### config.mk
export PLATFORM = sky130hd
export DESIGN_NAME = meta_disposition
export DESIGN_NICKNAME = d
export VERILOG_FILES = /design/src/rtl/rmt_meta_pkg.sv /design/src/rtl/meta_sync_fifo.sv /design/src/rtl/meta_disposition.sv
export SDC_FILE = /design/constraint.sdc
export NUM_CORES = 2
export LEC_CHECK = 0
export BUFFER_PORTS_ARGS = -buffer_cell sky130_fd_sc_hd__buf_2
export CAP_MARGIN = 10
export CORE_MARGIN = 2
export CORE_UTILIZATION = 40
export DETAILED_ROUTE_END_ITERATION = 10
export MAX_ROUTING_LAYER = met4
export PLACE_DENSITY = 0.67
export SLEW_MARGIN = 40
export SYNTH_ARGS = -nofsm -noshare
export SYNTH_HDL_FRONTEND = slang
export SYNTH_SLANG_ARGS = --single-unit
### constraint.sdc
create_clock -name clk -period 28.3 [get_ports clk]
set_input_delay 0 -clock clk [delete_from_list [all_inputs] [get_ports clk]]
set_output_delay 0 -clock clk [all_outputs]
set_load 0.01 [all_outputs]
### src/rtl/rmt_meta_pkg.sv
// Shared RMT metadata definitions: fixed field positions inside the combined
// metadata+compare word and the word type itself.
package rmt_meta_pkg;

  localparam int unsigned META_LEN_DEF = 256;
  localparam int unsigned COMP_LEN_DEF = 100;
  localparam int unsigned META_WORD_W  = META_LEN_DEF + COMP_LEN_DEF;

  localparam int unsigned META_DISCARD_BIT = 128;
  localparam int unsigned META_DSTPORT_HI  = 31;
  localparam int unsigned META_DSTPORT_LO  = 24;
  localparam int unsigned META_NTID_HI     = 355;
  localparam int unsigned META_NTID_LO     = 350;

  typedef logic [META_WORD_W-1:0] meta_word_t;

endpackage

### src/rtl/meta_sync_fifo.sv
// Synchronous first-word-fall-through FIFO with extra-MSB pointers.
// The read port shows zero while empty so the head is clean out of reset.
module meta_sync_fifo #(
  parameter int unsigned WIDTH = 356,
  parameter int unsigned DEPTH = 8
) (
  input  logic                     clk,
  input  logic                     rst_n,
  input  logic                     push,
  input  logic [WIDTH-1:0]         wr_data,
  input  logic                     pop,
  output logic [WIDTH-1:0]         rd_data,
  output logic                     full,
  output logic                     empty,
  output logic [$clog2(DEPTH):0]   level
);

  localparam int unsigned AW = $clog2(DEPTH);

  logic [WIDTH-1:0] mem [DEPTH];
  logic [AW:0]      wr_ptr;
  logic [AW:0]      rd_ptr;

  // Storage is deliberately left unreset.
  always_ff @(posedge clk) begin
    if (push) begin
      mem[wr_ptr[AW-1:0]] <= wr_data;
    end
  end

  always_ff @(posedge clk or negedge rst_n) begin
    if (!rst_n) begin
      wr_ptr <= '0;
      rd_ptr <= '0;
    end else begin
      if (push) begin
        wr_ptr <= wr_ptr + 1'b1;
      end
      if (pop) begin
        rd_ptr <= rd_ptr + 1'b1;
      end
    end
  end

  assign empty   = (wr_ptr == rd_ptr);
  assign full    = (wr_ptr[AW] != rd_ptr[AW]) && (wr_ptr[AW-1:0] == rd_ptr[AW-1:0]);
  assign level   = wr_ptr - rd_ptr;
  assign rd_data = empty ? '0 : mem[rd_ptr[AW-1:0]];

endmodule

### src/rtl/meta_disposition.sv
// Captures ALU metadata words, drops flagged entries and buffers survivors
// for a valid/ready consumer. Optional statistics: META_DISP_STATS_EN.
module meta_disposition
  import rmt_meta_pkg::*;
#(
  parameter int unsigned META_LEN = 256,
  parameter int unsigned COMP_LEN = 100,
  parameter int unsigned DEPTH    = 8,
  parameter int unsigned CNT_W    = 32
) (
  input  logic                         clk,
  input  logic                         rst_n,
  input  logic [META_LEN+COMP_LEN-1:0] comp_meta_data_in,
  input  logic                         comp_meta_data_valid_in,
  output logic [META_LEN+COMP_LEN-1:0] meta_data_out,
  output logic                         meta_valid_out,
  input  logic                         meta_ready_in,
  output logic [$clog2(DEPTH):0]       fifo_level
`ifdef META_DISP_STATS_EN
  ,
  output logic [CNT_W-1:0]             drop_cnt,
  output logic [CNT_W-1:0]             ovf_cnt,
  input  logic                         stat_clr
`endif
);

  localparam int unsigned W = META_LEN + COMP_LEN;

  logic [W-1:0] cap_data;
  logic         cap_vld;
  logic         discard;
  logic         fifo_full;
  logic         fifo_empty;
  logic         push;
  logic         pop;

  always_ff @(posedge clk or negedge rst_n) begin
    if (!rst_n) begin
      cap_vld <= 1'b0;
    end else begin
      cap_vld <= comp_meta_data_valid_in;
    end
  end

  always_ff @(posedge clk) begin
    cap_data <= comp_meta_data_in;
  end

  assign discard        = cap_data[META_DISCARD_BIT];
  assign meta_valid_out = ~fifo_empty;
  assign pop            = meta_valid_out & meta_ready_in;
  // A full FIFO still accepts when the head leaves on the same edge.
  assign push           = cap_vld & ~discard & (~fifo_full | pop);

  meta_sync_fifo #(
    .WIDTH (W),
    .DEPTH (DEPTH)
  ) u_fifo (
    .clk     (clk),
    .rst_n   (rst_n),
    .push    (push),
    .wr_data (cap_data),
    .pop     (pop),
    .rd_data (meta_data_out),
    .full    (fifo_full),
    .empty   (fifo_empty),
    .level   (fifo_level)
  );

`ifdef META_DISP_STATS_EN
  logic drop_inc;
  logic ovf_inc;

  assign drop_inc = cap_vld & discard;
  assign ovf_inc  = cap_vld & ~discard & fifo_full & ~pop;

  always_ff @(posedge clk or negedge rst_n) begin
    if (!rst_n) begin
      drop_cnt <= '0;
      ovf_cnt  <= '0;
    end else if (stat_clr) begin
      drop_cnt <= '0;
      ovf_cnt  <= '0;
    end else begin
      if (drop_inc) begin
        drop_cnt <= drop_cnt + CNT_W'(1);
      end
      if (ovf_inc) begin
        ovf_cnt <= ovf_cnt + CNT_W'(1);
      end
    end
  end
`endif

endmodule
# Yosys cells after proc, flatten, opt, wreduce, memory -nomap -nowiden
# Memory sizes are Yosys's and may differ from the RTL's.
# Cells that the tools add are included.
# W data, S select, Z words.
# totals
reg_bits	365
ramBits	2848
input_bits	360
out_inout_bits	361
n_memories	1
# memory_table
memory	words	word_bits	read_ports	rd_ports_with_merged_regs	write_ports	line	rtl
u_fifo.mem	8	356	1	0	1	meta_sync_fifo.sv:20	logic [WIDTH-1:0] mem [DEPTH];
# op_classes
add_sub_neg	3
n_eq_ne	3
mux	3
n_bitwise	7
reduce_logical	1
# op_table
operator	n
$mux W356	1
$add A4 B1 Y4 const B	2
$eq A4 B4 Y1	1
$sub A4 B4 Y4	1
$and A1 B1 Y1	3
$eq A3 B3 Y1	1
$not A1 Y1	3
$mux W1	2
$logic_and A1 B1 Y1	1
$ne A1 B1 Y1	1
$or A1 B1 Y1	1

# Longest topological paths before layout
# depth
word_depth	7
mapped_depth	8
depth_no_buf	6

# Modules after synthesis
# From an unflattened synthesis, not the netlist that was laid out.
# unflattened
hier_cells	6118
hier_area_um2	118265.9
# by_module_without_submodules
module	instances	cells_each	area_per_inst_um2
meta_sync_fifo	1	5756	111079.0
meta_disposition	1	362	7186.9

# Least setup slack after synthesis
# No wires, ideal clock.
# synth_timing
path_type	reg2reg
start	register u_fifo.rd_ptr[1]
end	memory u_fifo.mem[0][0], enable pin
setup_time_ns	1.510
arrival_time_ns	25.179
setup_slack_ns	1.612
path_stages_with_launch	7
n_path_buf	0
period_less_slack_ns	26.688
path_cell_list	dfrtp_1 inv_1 ha_1 nand4b_1 o21ai_1 nand2b_1 nor3_1
# synth_via
elab_chain_cells	7
word_cells_on_any_way	10
cone_classes	2 x eq/ne; 2 x mux; 5 x bitwise; 1 x reduce/logical
# synth_rtl
element	line	rtl
start: declaration	meta_sync_fifo.sv:22	logic [AW:0] rd_ptr;
start signal: assignment	meta_sync_fifo.sv:40	rd_ptr <= rd_ptr + 1'b1;
$eq A4 B4 Y1 / $eq A3 B3 Y1 (equally long branches)	meta_sync_fifo.sv:45, meta_sync_fifo.sv:46	
$not A1 Y1 / $logic_and A1 B1 Y1 (equally long branches)	meta_disposition.sv:50, meta_sync_fifo.sv:46	
$and A1 B1 Y1 / $not A1 Y1 (equally long branches)	meta_disposition.sv:51, meta_disposition.sv:53	
$or A1 B1 Y1 (*)	meta_disposition.sv:53	assign push = cap_vld & ~discard & (~fifo_full | pop);
$and A1 B1 Y1 (*)	meta_disposition.sv:53	
$mux W1 (*)	meta_sync_fifo.sv:26	if (push) begin
$mux W1 (implied by the code) (*)	meta_sync_fifo.sv:27	mem[wr_ptr[AW-1:0]] <= wr_data;
end: declaration	meta_sync_fifo.sv:20	
# Mark *: on every way between the ends. The rest lies on a longest branch, timed or not.

# Final worst setup path
# layout_timing
start	register u_fifo.rd_ptr[0]
end	output port meta_data_out[4]
# layout_via
elab_chain_cells	2
word_cells_on_any_way	3
cone_classes	1 x eq/ne; 1 x mux; 1 x memory
# layout_rtl
element	line	rtl
$mem_v2 Z8 W356 / $eq A4 B4 Y1 (equally long branches)	--	
$mux W356 (*)	meta_sync_fifo.sv:48	assign rd_data = empty ? '0 : mem[rd_ptr[AW-1:0]];
end: declaration	meta_disposition.sv:15	output logic [META_LEN+COMP_LEN-1:0] meta_data_out,
# Marked as above.

==> implementation parameters <==
Parameter                              Value

Synth
  Mapped Nets    roughly 6500
  Number of warning messages in the yosys log    0
  Synth unique cells    34
  Netlist area before placement    about 0.12 sq mm
  Yosys reg bits    3213
  Largest cells by area after synthesis    edfxtp_1 72%, mux2i_1 12%, dfxtp_1 6.0%
  Library cell with the largest summed area after synthesis    edfxtp_1
  Share of the synthesized area in the top cell type    between 70% and 80%
  Mean cell area of the mapped netlist    19.4 sq um
  Sequential fraction of the synthesis area    roughly 80%
  Cell count after synthesis    6114

Worst setup path
  Worst Path Arrival    about 6.5 ns
  Register-to-Register Path Depth    8
  Type of the worst setup path    register to output port
  Startpoint type of the worst setup path    register
  Critical Path RT    approximately 28 ns
  CP Capture Type    output port
  Critical path fanouts, max    67

Global routing
  Largest net degree at the start of global routing    around 120
  Tot GR Track Use    a little under a fifth
  Wire length of the first global-routing pass    roughly 420 mm
  Via count of the first global-routing pass    64500
  Leftover overflow at the end of global routing    0
  Number of antenna violations at the first check in global routing    15

Clock network
  TritonCTS clock tree    built
  Worst-skew pair later-pin latency    about 0.9 ns
  Total clock sinks    between 3000 and 4000
  Post-CTS setup repair buffer count    0
  H-tree depth    5
  Hold-fix buffers, CTS    718
  Buffer levels on the longest clock path    4
  Inserted Clock Buffers    between 300 and 400
  Root Buffer    clkbuf_16
  Clock edge transition at the registers on the reported setup and hold paths    0.06 ns
  Count of cells resized by post-cts repair    0

Floorplan
  Floorplan core area    0.294 sq mm
  Die Span Y    about 550 um
  Horiz. Die Dim    approximately 550 um
  Effective utilization at floorplan    between 40% and 50%
  Cell row count    ~200
  # IOs    721
  Die area    around 0.30 sq mm

Placed design
  Area after DPL    around 0.13 sq mm
  Placer's final routability congestion estimate    about 0.77
  Placed wire-length estimate after detailed placement    about 150 mm
  Placed cells    ~11000
  Count of port buffers added during placement    about 700

Final layout
  Commonest cells after routing, fill and taps aside    2848 x edfxtp_1, 1424 x mux2i_1, 721 x buf_2
  Share of cells above drive strength 1    21.1%
  Area growth from synthesis to layout    22.4%
  Final instance count without filler cells    between 10000 and 15000
  Leading cell type in the layout, fill and taps excluded    edfxtp_1
  Cell area after layout    between 0.1 and 0.15 sq mm
  Net count of the finished layout    roughly 8000

Route
  Per-cell via count in the routed design    between 5 and 6
  Mean routed wirelength per cell    around 24 um
  Drt first pass iters    6
  Vias after detailed routing    between 60000 and 70000
  Number of DRC violations after detailed-routing iteration 0    5250
  Remaining number of nets flagged by the antenna check after routing    0
  Remaining design rule violation count    0
  Final routed wirelength across all metal layers    between 200 and 300 mm

Timing
  Worst Tran Pin Value    around 1.0 ns
  Setup TNS after final layout    0 ns
  Skew final    roughly 0.068 ns
  Tmin final    about 6.5 ns
  Max transition margin    ~31%
  Number of failing setup endpoints in the final timing report    0
  Max Slew Vio Count    0
  Fin. Hold Viols    0
  Achievable frequency    154 MHz
  RSZ-0062 raised after global routing    false
  Final worst path period share    between 20% and 30%

Power and ir drop
  Peak supply drop    roughly 80 uV
  Power density cells    about 100 mW/mm^2
  Static power due to leakage    roughly 0.053 uW

Hold path
  Worst min path class    input port to asynchronous set/reset pin

Job
  Maxcap violations    0

Outcome
  Result of the run    completed
==> registers in the layout, summed over array words and instances, names as in the netlist <==
name	cells
u_fifo.mem	2848
cap_data	356
u_fifo.rd_ptr	4
u_fifo.wr_ptr	4
cap_vld	1
==> power by group <==
part	internal, uW	total, uW	switching [uW]
clock	2470	4270	1800
sequential	5510	5650	137
combinational	1880	5120	3250
total	9850	15000	5190
==> cell usage after synthesis <==
| cell | count |
|---|---|
| clkbuf_4 | 5 |
| a221oi_1 | 34 |
| a221oi_2 | 321 |
| ha_1 | 5 |
| mux2_2 | 1 |
| dfxtp_1 | 356 |
| dfrtp_1 | 9 |
| nor2b_1 | 2 |
| buf_1 | 22 |
| nor3_1 | 2 |
| inv_1 | 8 |
| nor2_1 | 9 |
| a21oi_1 | 1 |
| nand4_1 | 2 |
| buf_6 | 13 |
| nand3_1 | 1 |
| buf_2 | 183 |
| clkbuf_1 | 94 |
| mux2i_1 | 1424 |
| a22oi_1 | 357 |
| nand2b_1 | 2 |
| a21o_1 | 1 |
| nand4b_1 | 1 |
| o21ai_1 | 1 |
| nand2_1 | 360 |
| edfxtp_1 | 2848 |
| fa_1 | 1 |
| and3_1 | 1 |
| o211ai_1 | 1 |
| mux2_1 | 1 |
| and2_1 | 1 |
| buf_4 | 39 |
| xnor2_1 | 6 |
| xor2_1 | 2 |
==> per-stage QoR <==
stage	setup slack, ns	hold slack [ns]	utilization (%)	power (uW)
floorplan	1.61	-0.296	-	9080
global placement	21.83	-0.133	42.9	10700
detailed placement	22.09	-0.130	43.1	10800
CTS	21.07	0.0350	49.2	15100
global route	21.55	0.135	49.2	15600
finish	21.82	0.138	49.2	15000
==> kinds of logic after synthesis <==
logic type / after synthesis / share of synthesized area, %
DFF: 3213 / 78.4
muxes: 1426 / 12.1
AOI/OAI and AO/OA: 716 / 6.60
and+or+nand+nor: 381 / 1.23
buffers and inverters: 364 / 1.57
xor gates and xnor gates: 8 / 0.0592
adders and majority gates: 6 / 0.0697
==> worst paths after layout <==
| kind | slack, ns | from | endpoint |
|---|---|---|---|
| max in group asynchronous | 27.78 | rst_n | u_fifo.rd_ptr[0] |
| hold reg to reg | 0.50 | u_fifo.wr_ptr[3] | u_fifo.wr_ptr[3] |
| setup reg to reg | 23.42 | u_fifo.rd_ptr[0] | u_fifo.mem[5][121] |
| setup / recovery | 21.82 | u_fifo.rd_ptr[0] | meta_data_out[4] |
| min in group clk | 0.15 | meta_ready_in | u_fifo.wr_ptr[0] |
| hold / removal | 0.14 | rst_n | u_fifo.rd_ptr[2] |
==> metal layers <==
layer,track usage [%],routed length [um]
met1,23.7,119000
met2,32.3,145000
met3,2.40,14300
met4,5.33,7120
met5,-,0
==> worst max-delay path, cell delays in order, from the launching register on <==
cell      delay, ns
dfrtp_4        0.87
buf_4          0.77
buf_6          0.56
buf_4          0.51
buf_6          0.58
buf_6          0.71
mux2i_1        0.17
a22oi_1        0.22
nand2_1        0.07
a221oi_1       0.58
buf_2          0.26
==> layout make-up <==
cell class	count	area (sq um)
timing repair buffer	1568	12500
tap	3919	4900
multi-input combinational	2537	23800
fill	23600	149000
inverter	8	30.0
sequential	3213	92900
antenna	10	25.0
clock buffer	464	9250
clock inverter	147	1550
Power figures use the tool's default switching activity.
